[src/rtl/fp_to_fixed.sv]
`timescale 1ns/1ps
// IEEE-style float to signed Q(INT.FRAC) converter, one bit of shift per cycle; specials/out-of-range finish at T+1, else T+|s|+2.
// One operand in flight: in_ready only in IDLE, result held in DONE until out_ready.
module fp_to_fixed #(
  parameter int EXPONENT_WIDTH = 8,
  parameter int MANTISSA_WIDTH = 23,
  parameter int INT_WIDTH      = 16,
  parameter int FRAC_WIDTH     = 16
) (
  input  logic                          clk,
  input  logic                          rst,
  input  logic                          in_valid,
  output logic                          in_ready,
  input  logic                          sign,
  input  logic [EXPONENT_WIDTH-1:0]     exponent,
  input  logic [MANTISSA_WIDTH-1:0]     mantissa,
  output logic                          out_valid,
  input  logic                          out_ready,
  output logic [INT_WIDTH+FRAC_WIDTH-1:0] fixed_out,
  output logic                          overflow,
  output logic                          busy
);

  localparam int OUT_W = INT_WIDTH + FRAC_WIDTH;
  localparam int SIG_W = MANTISSA_WIDTH + 1;
  localparam int MAG_W = (OUT_W > SIG_W) ? OUT_W : SIG_W;
  localparam int BIAS  = (1 << (EXPONENT_WIDTH - 1)) - 1;
  localparam int CNT_W = $clog2(MAG_W + 1) + 1;

  typedef enum logic [1:0] {IDLE, SHIFT, DONE} state_t;

  state_t             state, state_nxt;
  logic [MAG_W-1:0]   mag;
  logic [CNT_W-1:0]   count;
  logic               sign_q;
  logic               left_q;
  logic [OUT_W-1:0]   fixed_q;
  logic               ovf_q;

  int                 e_val;
  int                 s_val;
  int                 abs_s;
  logic               special;
  logic               spec_ovf;
  logic [OUT_W-1:0]   spec_val;
  logic [OUT_W-1:0]   sat_val;

  // Classify the incoming operand; everything resolvable without shifting is decided here.
  always_comb begin
    e_val    = int'(exponent) - BIAS;
    s_val    = e_val - MANTISSA_WIDTH + FRAC_WIDTH;
    abs_s    = (s_val < 0) ? -s_val : s_val;
    sat_val  = sign ? {1'b1, {(OUT_W-1){1'b0}}} : {1'b0, {(OUT_W-1){1'b1}}};
    special  = 1'b1;
    spec_ovf = 1'b0;
    spec_val = '0;
    if (exponent == '0) begin
      spec_val = '0;
    end else if (&exponent) begin
      spec_ovf = 1'b1;
      if (mantissa == '0) spec_val = sat_val;
    end else if (e_val >= INT_WIDTH - 1) begin
      spec_ovf = 1'b1;
      spec_val = sat_val;
    end else if (s_val < -(MANTISSA_WIDTH + 1)) begin
      spec_val = '0;
    end else begin
      special = 1'b0;
    end
  end

  always_ff @(posedge clk) begin
    if (rst) state <= IDLE;
    else     state <= state_nxt;
  end

  always_comb begin
    state_nxt = state;
    case (state)
      IDLE:    if (in_valid) state_nxt = special ? DONE : SHIFT;
      SHIFT:   if (count == '0) state_nxt = DONE;
      DONE:    if (out_ready) state_nxt = IDLE;
      default: state_nxt = IDLE;
    endcase
  end

  always_comb begin
    in_ready  = (state == IDLE);
    busy      = (state != IDLE);
    out_valid = (state == DONE);
  end

  always_ff @(posedge clk) begin
    if (rst) begin
      mag     <= '0;
      count   <= '0;
      sign_q  <= 1'b0;
      left_q  <= 1'b0;
      fixed_q <= '0;
      ovf_q   <= 1'b0;
    end else begin
      case (state)
        IDLE: begin
          if (in_valid) begin
            sign_q <= sign;
            if (special) begin
              fixed_q <= spec_val;
              ovf_q   <= spec_ovf;
            end else begin
              mag    <= MAG_W'({1'b1, mantissa});
              count  <= CNT_W'(abs_s);
              left_q <= (s_val > 0);
              ovf_q  <= 1'b0;
            end
          end
        end
        SHIFT: begin
          if (count != '0) begin
            mag   <= left_q ? (mag << 1) : (mag >> 1);
            count <= count - 1'b1;
          end else begin
            // Range check at acceptance guarantees the magnitude fits below the sign bit.
            fixed_q <= sign_q ? -mag[OUT_W-1:0] : mag[OUT_W-1:0];
          end
        end
        default: begin
        end
      endcase
    end
  end

  assign fixed_out = fixed_q;
  assign overflow  = ovf_q;

endmodule

[config.mk]
export PLATFORM = sky130hd
export DESIGN_NAME = fp_to_fixed
export DESIGN_NICKNAME = d
export VERILOG_FILES = /design/src/rtl/fp_to_fixed.sv
export SDC_FILE = /design/constraint.sdc
export NUM_CORES = 1
export LEC_CHECK = 0
export BUFFER_PORTS_ARGS = -buffer_cell sky130_fd_sc_hd__clkbuf_2
export CAP_MARGIN = 20
export CORE_MARGIN = 2
export CORE_UTILIZATION = 45
export CTS_BUF_LIST = sky130_fd_sc_hd__clkbuf_4
export CTS_CLUSTER_SIZE = 16
export DETAILED_ROUTE_END_ITERATION = 16
export PLACE_DENSITY = 0.69
export SYNTH_ARGS = -nofsm -noshare
export SYNTH_HDL_FRONTEND = slang
export SYNTH_SLANG_ARGS = --single-unit
[constraint.sdc]
create_clock -name clk -period 5.7 [get_ports clk]
set_input_delay 0.855 -clock clk [delete_from_list [all_inputs] [get_ports clk]]
set_output_delay 0.855 -clock clk [all_outputs]
set_load 0.05 [all_outputs]
Word-level counts from Yosys, hierarchy flattened
Index checks and enable logic that the tools add are counted.

Flip-flop bits (word level): 76. Output and inout port bits: 36. Word-level logic and storage cells: 73.

Add/sub/neg operators: 6. Magnitude comparators: 4. Eq/ne operators: 9. Mux-type cells: 33. Bitwise gates (word level): 1. Reduce and logical (&&, ||, !) cells: 13.

Operators by type and width (count): 2-to-1 mux 32 bit (13); one-hot mux 32 bit (2 select lines) (2); negation 32 bit (1); 2-to-1 mux 7 bit (4); zero test 23 bit (1); one-hot mux 7 bit (2 select lines) (1); adder 10 x 6 -> 11 bit (second input constant) (1); greater-than comparator 11 x 1 -> 1 bit (second input constant) (1); less-than comparator 11 x 1 -> 1 bit (second input constant) (1); less-than comparator 11 x 6 -> 1 bit (second input constant) (1); != test 2 bit (second input constant) (5); subtractor 9 x 6 -> 10 bit (second input constant) (1); >= comparator 9 x 5 -> 1 bit (second input constant) (1); subtractor 8 x 7 -> 9 bit (second input constant) (1); zero test 8 bit (1); 2-to-1 mux 1 bit (8); 2-to-1 mux 2 bit (4); AND reduction 4 bit (2); AND reduction 8 bit (1); zero test 7 bit (1); negation 7 bit (1); nonzero test 7 bit (1); subtractor 7 x 1 -> 7 bit (second input constant) (1); one-hot mux 2 bit (3 select lines) (1); other kinds (8) (11).

Longest topological paths before layout
Word-level depth: 11. Depth in mapped cells: 14. Gate-level depth less buffers: 10.

Least setup slack after synthesis
OpenSTA, ideal clock, no wires.

Path type: input port to flip-flop. From: input port exponent[0]. To: register mag[14]. Arrival time: 3.430 ns. Data required time: 5.630 ns. Slack: 2.201 ns. Cell stages on the path: 12. Buffers on the path: 2. Cells stage by stage: buf_4 inv_1 ha_1 or3b_4 a22o_1 xnor2_1 a211o_1 and2_1 o31ai_4 buf_6 o221ai_2 a21oi_2.

Cells in the longest elaborated chain, start to end: 10. Elaborated cells on any way between the ends: 13. Classes of those cells: add/sub: 3; order compare: 2; eq/ne: 1; mux: 4; reduce/logical: 3.

RTL lines: from (decl) (RTL line 15) `input logic [EXPONENT_WIDTH-1:0] exponent,`; subtractor 8 x 7 -> 9 bit (RTL line 50) `e_val = int'(exponent) - BIAS;`; subtractor 9 x 6 -> 10 bit (RTL line 51) `s_val = e_val - MANTISSA_WIDTH + FRAC_WIDTH;`; adder 10 x 6 -> 11 bit (RTL line 51); less-than comparator 11 x 6 -> 1 bit (RTL line 65) `end else if (s_val < -(MANTISSA_WIDTH + 1)) begin`; 2-to-1 mux 1 bit (RTL line 65); 2-to-1 mux 1 bit (RTL line 62) `end else if (e_val >= INT_WIDTH - 1) begin`; 2-to-1 mux 1 bit (RTL line 59) `end else if (&exponent) begin`; 2-to-1 mux 1 bit * (RTL line 57) `if (exponent == '0) begin`; != test 2 bit (no source line) *; AND reduction 4 bit (no source line) *; to (signal assigned) (RTL line 110) `mag <= MAG_W'({1'b1, mantissa});`; to (signal assigned) (RTL line 119) `mag <= left_q ? (mag << 1) : (mag >> 1);`; to (decl) (RTL line 33) `logic [MAG_W-1:0] mag;`.

Every way passes the cells marked *; elsewhere a longest branch is shown, timed or not. A chain may end at the register's enable or synchronous reset.

Worst setup path in the final report
From: input port exponent[0]. To: register mag[11].

Same word-level chain as after synthesis.

==> impl_results.html <==
<table>
<tr><th>Metric</th><th>Value</th></tr>
<tr><th colspan="2">Worst setup path</th></tr>
<tr><td>Most common cell on crit path</td><td>sky130_fd_sc_hd__o221ai_1</td></tr>
<tr><td>Worst endpoint required time</td><td>6.06 ns</td></tr>
<tr><td>R2r setup slk</td><td>2.93 ns</td></tr>
<tr><td>Arrival time of the worst setup path</td><td>4.13 ns</td></tr>
<tr><td>Startpoint of the lowest-slack register-to-register path</td><td>state[0]</td></tr>
<tr><td>Highest fanout seen on the critical path</td><td>17</td></tr>
<tr><td>Endpoint of the most critical register-to-register path</td><td>count[1]</td></tr>
<tr><td>Critical Path End Type</td><td>register</td></tr>
<tr><td>Slowest CP cell</td><td>sky130_fd_sc_hd__o31ai_4</td></tr>
<tr><td>CP Cell Sequence</td><td>clkbuf_2 -&gt; inv_1 -&gt; ha_1 -&gt; or3b_4 -&gt; a22o_1 -&gt; xor2_1 -&gt; o221ai_1 -&gt; and2_1 -&gt; o31ai_4 -&gt; buf_4 -&gt; o221ai_1 -&gt; a21oi_1</td></tr>
<tr><td>Critical Path Start Type</td><td>input pin</td></tr>
<tr><td>Worst-case reg-to-reg path depth</td><td>7</td></tr>
<tr><td>Type of the setup path with the least slack</td><td>in2reg</td></tr>
<tr><td>Slowest Stage Delay on Critical Path</td><td>0.61 ns</td></tr>
<tr><th colspan="2">Placement</th></tr>
<tr><td>Number of cells in the design after placement</td><td>829</td></tr>
<tr><td>Detail Placement HPWL</td><td>10.12 mm</td></tr>
<tr><td>Pre-CTS WS</td><td>1.517 ns</td></tr>
<tr><td>Number of port buffers</td><td>71</td></tr>
<tr><td>Placer's final routability congestion estimate</td><td>0.8634</td></tr>
<tr><th colspan="2">Clocking</th></tr>
<tr><td>Clock latency at the later pin of the worst-skew pair</td><td>0.44 ns</td></tr>
<tr><td>TritonCTS clock tree</td><td>done</td></tr>
<tr><td>Master cell of the clock root buffer</td><td>sky130_fd_sc_hd__clkbuf_4</td></tr>
<tr><td>Clock-pin slew on the worst setup and hold paths</td><td>0.13 ns</td></tr>
<tr><td>Post-CTS Hold Buffers</td><td>0</td></tr>
<tr><td>Cts bufs inserted</td><td>9</td></tr>
<tr><td>Number of setup buffers added after CTS</td><td>0</td></tr>
<tr><td>Count of clock tree sinks</td><td>76</td></tr>
<tr><td>Number of buffers on the longest clock path</td><td>2</td></tr>
<tr><td>Total number of H-tree levels</td><td>3</td></tr>
<tr><td>Post-cts repair resize count</td><td>0</td></tr>
<tr><th colspan="2">Global route</th></tr>
<tr><td>Maximum number of pins on one net before global-route repair</td><td>54</td></tr>
<tr><td>Global router's overall resource usage</td><td>22.26%</td></tr>
<tr><td>Antenna violations before repair</td><td>1</td></tr>
<tr><td>Global-route wire length before repair</td><td>23.32 mm</td></tr>
<tr><td>Via count of the first global-routing pass</td><td>4603</td></tr>
<tr><td>Remaining global-route overflow</td><td>0</td></tr>
<tr><th colspan="2">Routing</th></tr>
<tr><td>Vias per Instance</td><td>5.985</td></tr>
<tr><td>Detail Route Antenna Nets</td><td>0</td></tr>
<tr><td>Residual DRC</td><td>0</td></tr>
<tr><td>Routed WL per cell</td><td>16.49 µm</td></tr>
<tr><td>Routed via count</td><td>5063</td></tr>
<tr><td>Initial DRC count</td><td>508</td></tr>
<tr><td>First-pass DRT Iterations</td><td>7</td></tr>
<tr><td>WL final</td><td>13.95 mm</td></tr>
<tr><th colspan="2">Synth</th></tr>
<tr><td>Number of synthesized register bits</td><td>76</td></tr>
<tr><td>Synth top area share</td><td>28.86%</td></tr>
<tr><td>Post-synth EDFFs</td><td>0</td></tr>
<tr><td>Synth warnings</td><td>0</td></tr>
<tr><td>Most area-consuming cells after synthesis</td><td>sky130_fd_sc_hd__dfxtp_1, sky130_fd_sc_hd__xnor2_1, sky130_fd_sc_hd__mux2i_1, sky130_fd_sc_hd__a211oi_1, sky130_fd_sc_hd__nand2_1</td></tr>
<tr><td>Most used DFF post-synth</td><td>sky130_fd_sc_hd__dfxtp_1</td></tr>
<tr><td>Cell Area, Synth</td><td>5271 µm²</td></tr>
<tr><td>Post-Syn Instances</td><td>663</td></tr>
<tr><td>Net Count, Synth</td><td>705</td></tr>
<tr><td>Async set or reset register ratio after synthesis</td><td>0%</td></tr>
<tr><td>Post-Syn Area per Cell</td><td>7.951 µm²</td></tr>
<tr><td>Largest area contributor in the netlist</td><td>sky130_fd_sc_hd__dfxtp_1</td></tr>
<tr><td>Share of synthesized area occupied by flip-flops and latches</td><td>28.86%</td></tr>
<tr><td>Unique masters post-synth</td><td>73</td></tr>
<tr><th colspan="2">Final layout</th></tr>
<tr><td>Total of fill cells in the finished design</td><td>1133</td></tr>
<tr><td>Area Overhead vs Synth</td><td>9.328%</td></tr>
<tr><td>Fraction of layout cells with a size suffix above 1</td><td>19.94%</td></tr>
<tr><td>Layout Cells excl Fill</td><td>846</td></tr>
<tr><td>Nets</td><td>739</td></tr>
<tr><th colspan="2">Pwr</th></tr>
<tr><td>Share of total power in sequential cells</td><td>42.1%</td></tr>
<tr><td>Total net switching power</td><td>0.0006020 W</td></tr>
<tr><td>Leakage</td><td>1.978 nW</td></tr>
<tr><td>Clock network fraction of total power</td><td>22.2%</td></tr>
<tr><td>Combinational share of power</td><td>35.7%</td></tr>
<tr><td>Cell area power density</td><td>257.3 nW/µm²</td></tr>
<tr><td>Cell-internal power</td><td>0.0008807 W</td></tr>
<tr><td>Worst IR drop on VDD</td><td>0.0001500 V</td></tr>
<tr><td>Sw Ratio</td><td>40.60%</td></tr>
<tr><th colspan="2">Hold path</th></tr>
<tr><td>Hold Path Sink</td><td>fixed_out[23]</td></tr>
<tr><td>Number of instances on the worst hold path</td><td>2</td></tr>
<tr><td>Class of the most critical hold timing path</td><td>reg2reg</td></tr>
<tr><td>Startpoint of the worst hold path</td><td>fixed_out[23]</td></tr>
<tr><th colspan="2">Timing</th></tr>
<tr><td>Worst setup skew after layout</td><td>0.01971 ns</td></tr>
<tr><td>Final setup TNS</td><td>0 ns</td></tr>
<tr><td>Final worst-path setup slack</td><td>1.930 ns</td></tr>
<tr><td>Transition time at the pin with the least slew margin</td><td>0.8260 ns</td></tr>
<tr><td>Tightest slew margin relative to the limit</td><td>44.93%</td></tr>
<tr><td>Final setup viols</td><td>0</td></tr>
<tr><td>RSZ-0062 raised after global routing</td><td>false</td></tr>
<tr><td>Period utilization</td><td>66.13%</td></tr>
<tr><td>Final number of max-transition violations</td><td>0</td></tr>
<tr><td>Maximum clock rate</td><td>0.2653 GHz</td></tr>
<tr><td>Min cycle time layout</td><td>3.770 ns</td></tr>
<tr><td>Hold violation total from the final report</td><td>0</td></tr>
<tr><th colspan="2">Floorplan</th></tr>
<tr><td>Die H</td><td>112.2 µm</td></tr>
<tr><td>Initial Utilization</td><td>46.16%</td></tr>
<tr><td>Top-level I/O count</td><td>72</td></tr>
<tr><td>Core Area</td><td>11420 µm²</td></tr>
<tr><td>Row cnt</td><td>39</td></tr>
<tr><td>Area of the die</td><td>12600 µm²</td></tr>
<tr><td>Chip width</td><td>112.2 µm</td></tr>
<tr><th colspan="2">Outcome</th></tr>
<tr><td>Result of the run</td><td>complete, no violations</td></tr>
<tr><th colspan="2">Flow run</th></tr>
<tr><td>Number of max-capacitance violations reported</td><td>0</td></tr>
</table>
==> Yosys cell counts (4+ instances only) <==
cell,number
sky130_fd_sc_hd__dfxtp_1,76
sky130_fd_sc_hd__nand2_1,70
sky130_fd_sc_hd__nor2_1,58
sky130_fd_sc_hd__a21oi_1,47
sky130_fd_sc_hd__a211oi_1,37
sky130_fd_sc_hd__xnor2_1,36
sky130_fd_sc_hd__clkbuf_1,31
sky130_fd_sc_hd__mux2i_1,30
sky130_fd_sc_hd__nand3_1,28
sky130_fd_sc_hd__o21ai_0,22
sky130_fd_sc_hd__nor4_1,17
sky130_fd_sc_hd__buf_2,16
sky130_fd_sc_hd__o221ai_1,15
sky130_fd_sc_hd__inv_1,13
sky130_fd_sc_hd__a21oi_2,10
sky130_fd_sc_hd__nor3_1,10
sky130_fd_sc_hd__a31oi_1,9
sky130_fd_sc_hd__o221ai_2,9
sky130_fd_sc_hd__nand2b_1,8
sky130_fd_sc_hd__o31ai_1,7
sky130_fd_sc_hd__and2_1,6
sky130_fd_sc_hd__and3_1,6
sky130_fd_sc_hd__ha_1,6
sky130_fd_sc_hd__o41ai_1,5
sky130_fd_sc_hd__or3_1,5
sky130_fd_sc_hd__xor2_1,5
sky130_fd_sc_hd__a21o_1,4
sky130_fd_sc_hd__buf_1,4
sky130_fd_sc_hd__buf_4,4
sky130_fd_sc_hd__buf_6,4
sky130_fd_sc_hd__nand3b_1,4
sky130_fd_sc_hd__o32ai_1,4
sky130_fd_sc_hd__or4_1,4
==> state kept, by name (all words and copies together) (netlist names) <==
register	count
fixed_out	32
sign_q	1
state	2
count	7
left_q	1
overflow	1
mag	32
==> per-layer routing <==
metal	track usage [%]	share of wire [%]	vias up
met5	0	0	-
met4	6.829	1.7	0
met3	4.104	5.9	25
met2	34.50	46	176
met1	31.60	47	2342
li1	-	-	2520
==> cell type report <==
type	count	area [µm²]	share of cell area, %
Sequential cell	76	1521	26.40
Antenna cell	1	2.502	0.04342
Timing Repair Buffer	83	449.2	7.794
Clock buffer	9	67.56	1.172
Clock inverter	7	67.56	1.172
Tap cell	143	178.9	3.105
Multi-Input combinational cell	513	3423	59.40
Inverter	14	52.55	0.9119
==> metrics by stage <==
| stage | instance area (µm²) | util (%) | hold slack, ns | total power, W |
|---|---|---|---|---|
| after floorplan | 5271 | - | 0.4518 | 0.001045 |
| after global placement | 5614 | 49.17 | 0.4651 | 0.001156 |
| after detailed placement | 5625 | 49.27 | 0.4798 | 0.001166 |
| after CTS | 5761 | 50.45 | 0.4940 | 0.001492 |
| after global routing | 5763 | 50.47 | 0.5233 | 0.001575 |
| final | 5763 | 50.47 | 0.5038 | 0.001483 |
==> placed cells by master (no fill, tap or decap), drive strengths merged, types with 6 or more instances in the layout <==
cell type  count
a211oi        39
ha             6
a21oi         57
mux2i         30
and3           7
o221ai        24
xnor2         37
nand2         70
clkbuf        80
and2           6
nor3          10
o31ai          9
inv           13
a31oi         10
nand3         29
nor2          60
nor4          17
dfxtp         76
nand2b         8
buf           12
o21ai         23
==> power by group through the flow <==
stage	clock [W]	sequential, W	combinational [W]
after floorplan	0	0.000717	0.000328
after global placement	0	0.000634	0.000522
after detailed placement	0	0.000637	0.000529
after CTS	0.000337	0.000624	0.000531
after global routing	0.000364	0.000632	0.000578
final	0.000328	0.000625	0.000529
==> worst max-delay path by stage <==
| stage | startpoint | endpoint | slack [ns] | depth (start not counted) |
|---|---|---|---|---|
| 6_report | exponent[0] | mag[11] | 1.93 | 12 |
| 5_1_grt | exponent[0] | count[1] | 1.70 | 11 |
| 4_1_cts | exponent[0] | mag[11] | 1.97 | 12 |
| 3_5_place_dp | exponent[0] | mag[23] | 1.52 | 11 |
| 3_3_place_gp | exponent[0] | mag[23] | 1.53 | 12 |
| 2_1_floorplan | exponent[0] | mag[14] | 2.20 | 12 |
==> critical path, delay by kind of cell <==
family | cells | cell delay (ns)
buffers and inverters | 3 | 0.68
xor gates and xnor gates | 1 | 0.26
and+or+nand+nor | 2 | 0.62
adders and majority gates | 1 | 0.35
AOI/OAI and AO/OA | 5 | 1.34
==> cells by family (layout without fill, tap and decap cells) <==
| family | Yosys count | in the layout | synth area share [%] |
|---|---|---|---|
| adder cells (fa/ha/maj) | 6 | 6 | 1.424 |
| flip-flops | 76 | 76 | 28.86 |
| multiplexers | 30 | 30 | 5.697 |
| XOR/XNOR | 42 | 42 | 7.121 |
| buffers and inverters | 74 | 113 | 6.575 |
| other | 0 | 1 | 0 |
| AND/OR/NAND/NOR | 233 | 233 | 21.46 |
| AO/OA/AOI/OAI | 202 | 202 | 28.86 |
Note: power is estimated with default switching activity, not from simulation.
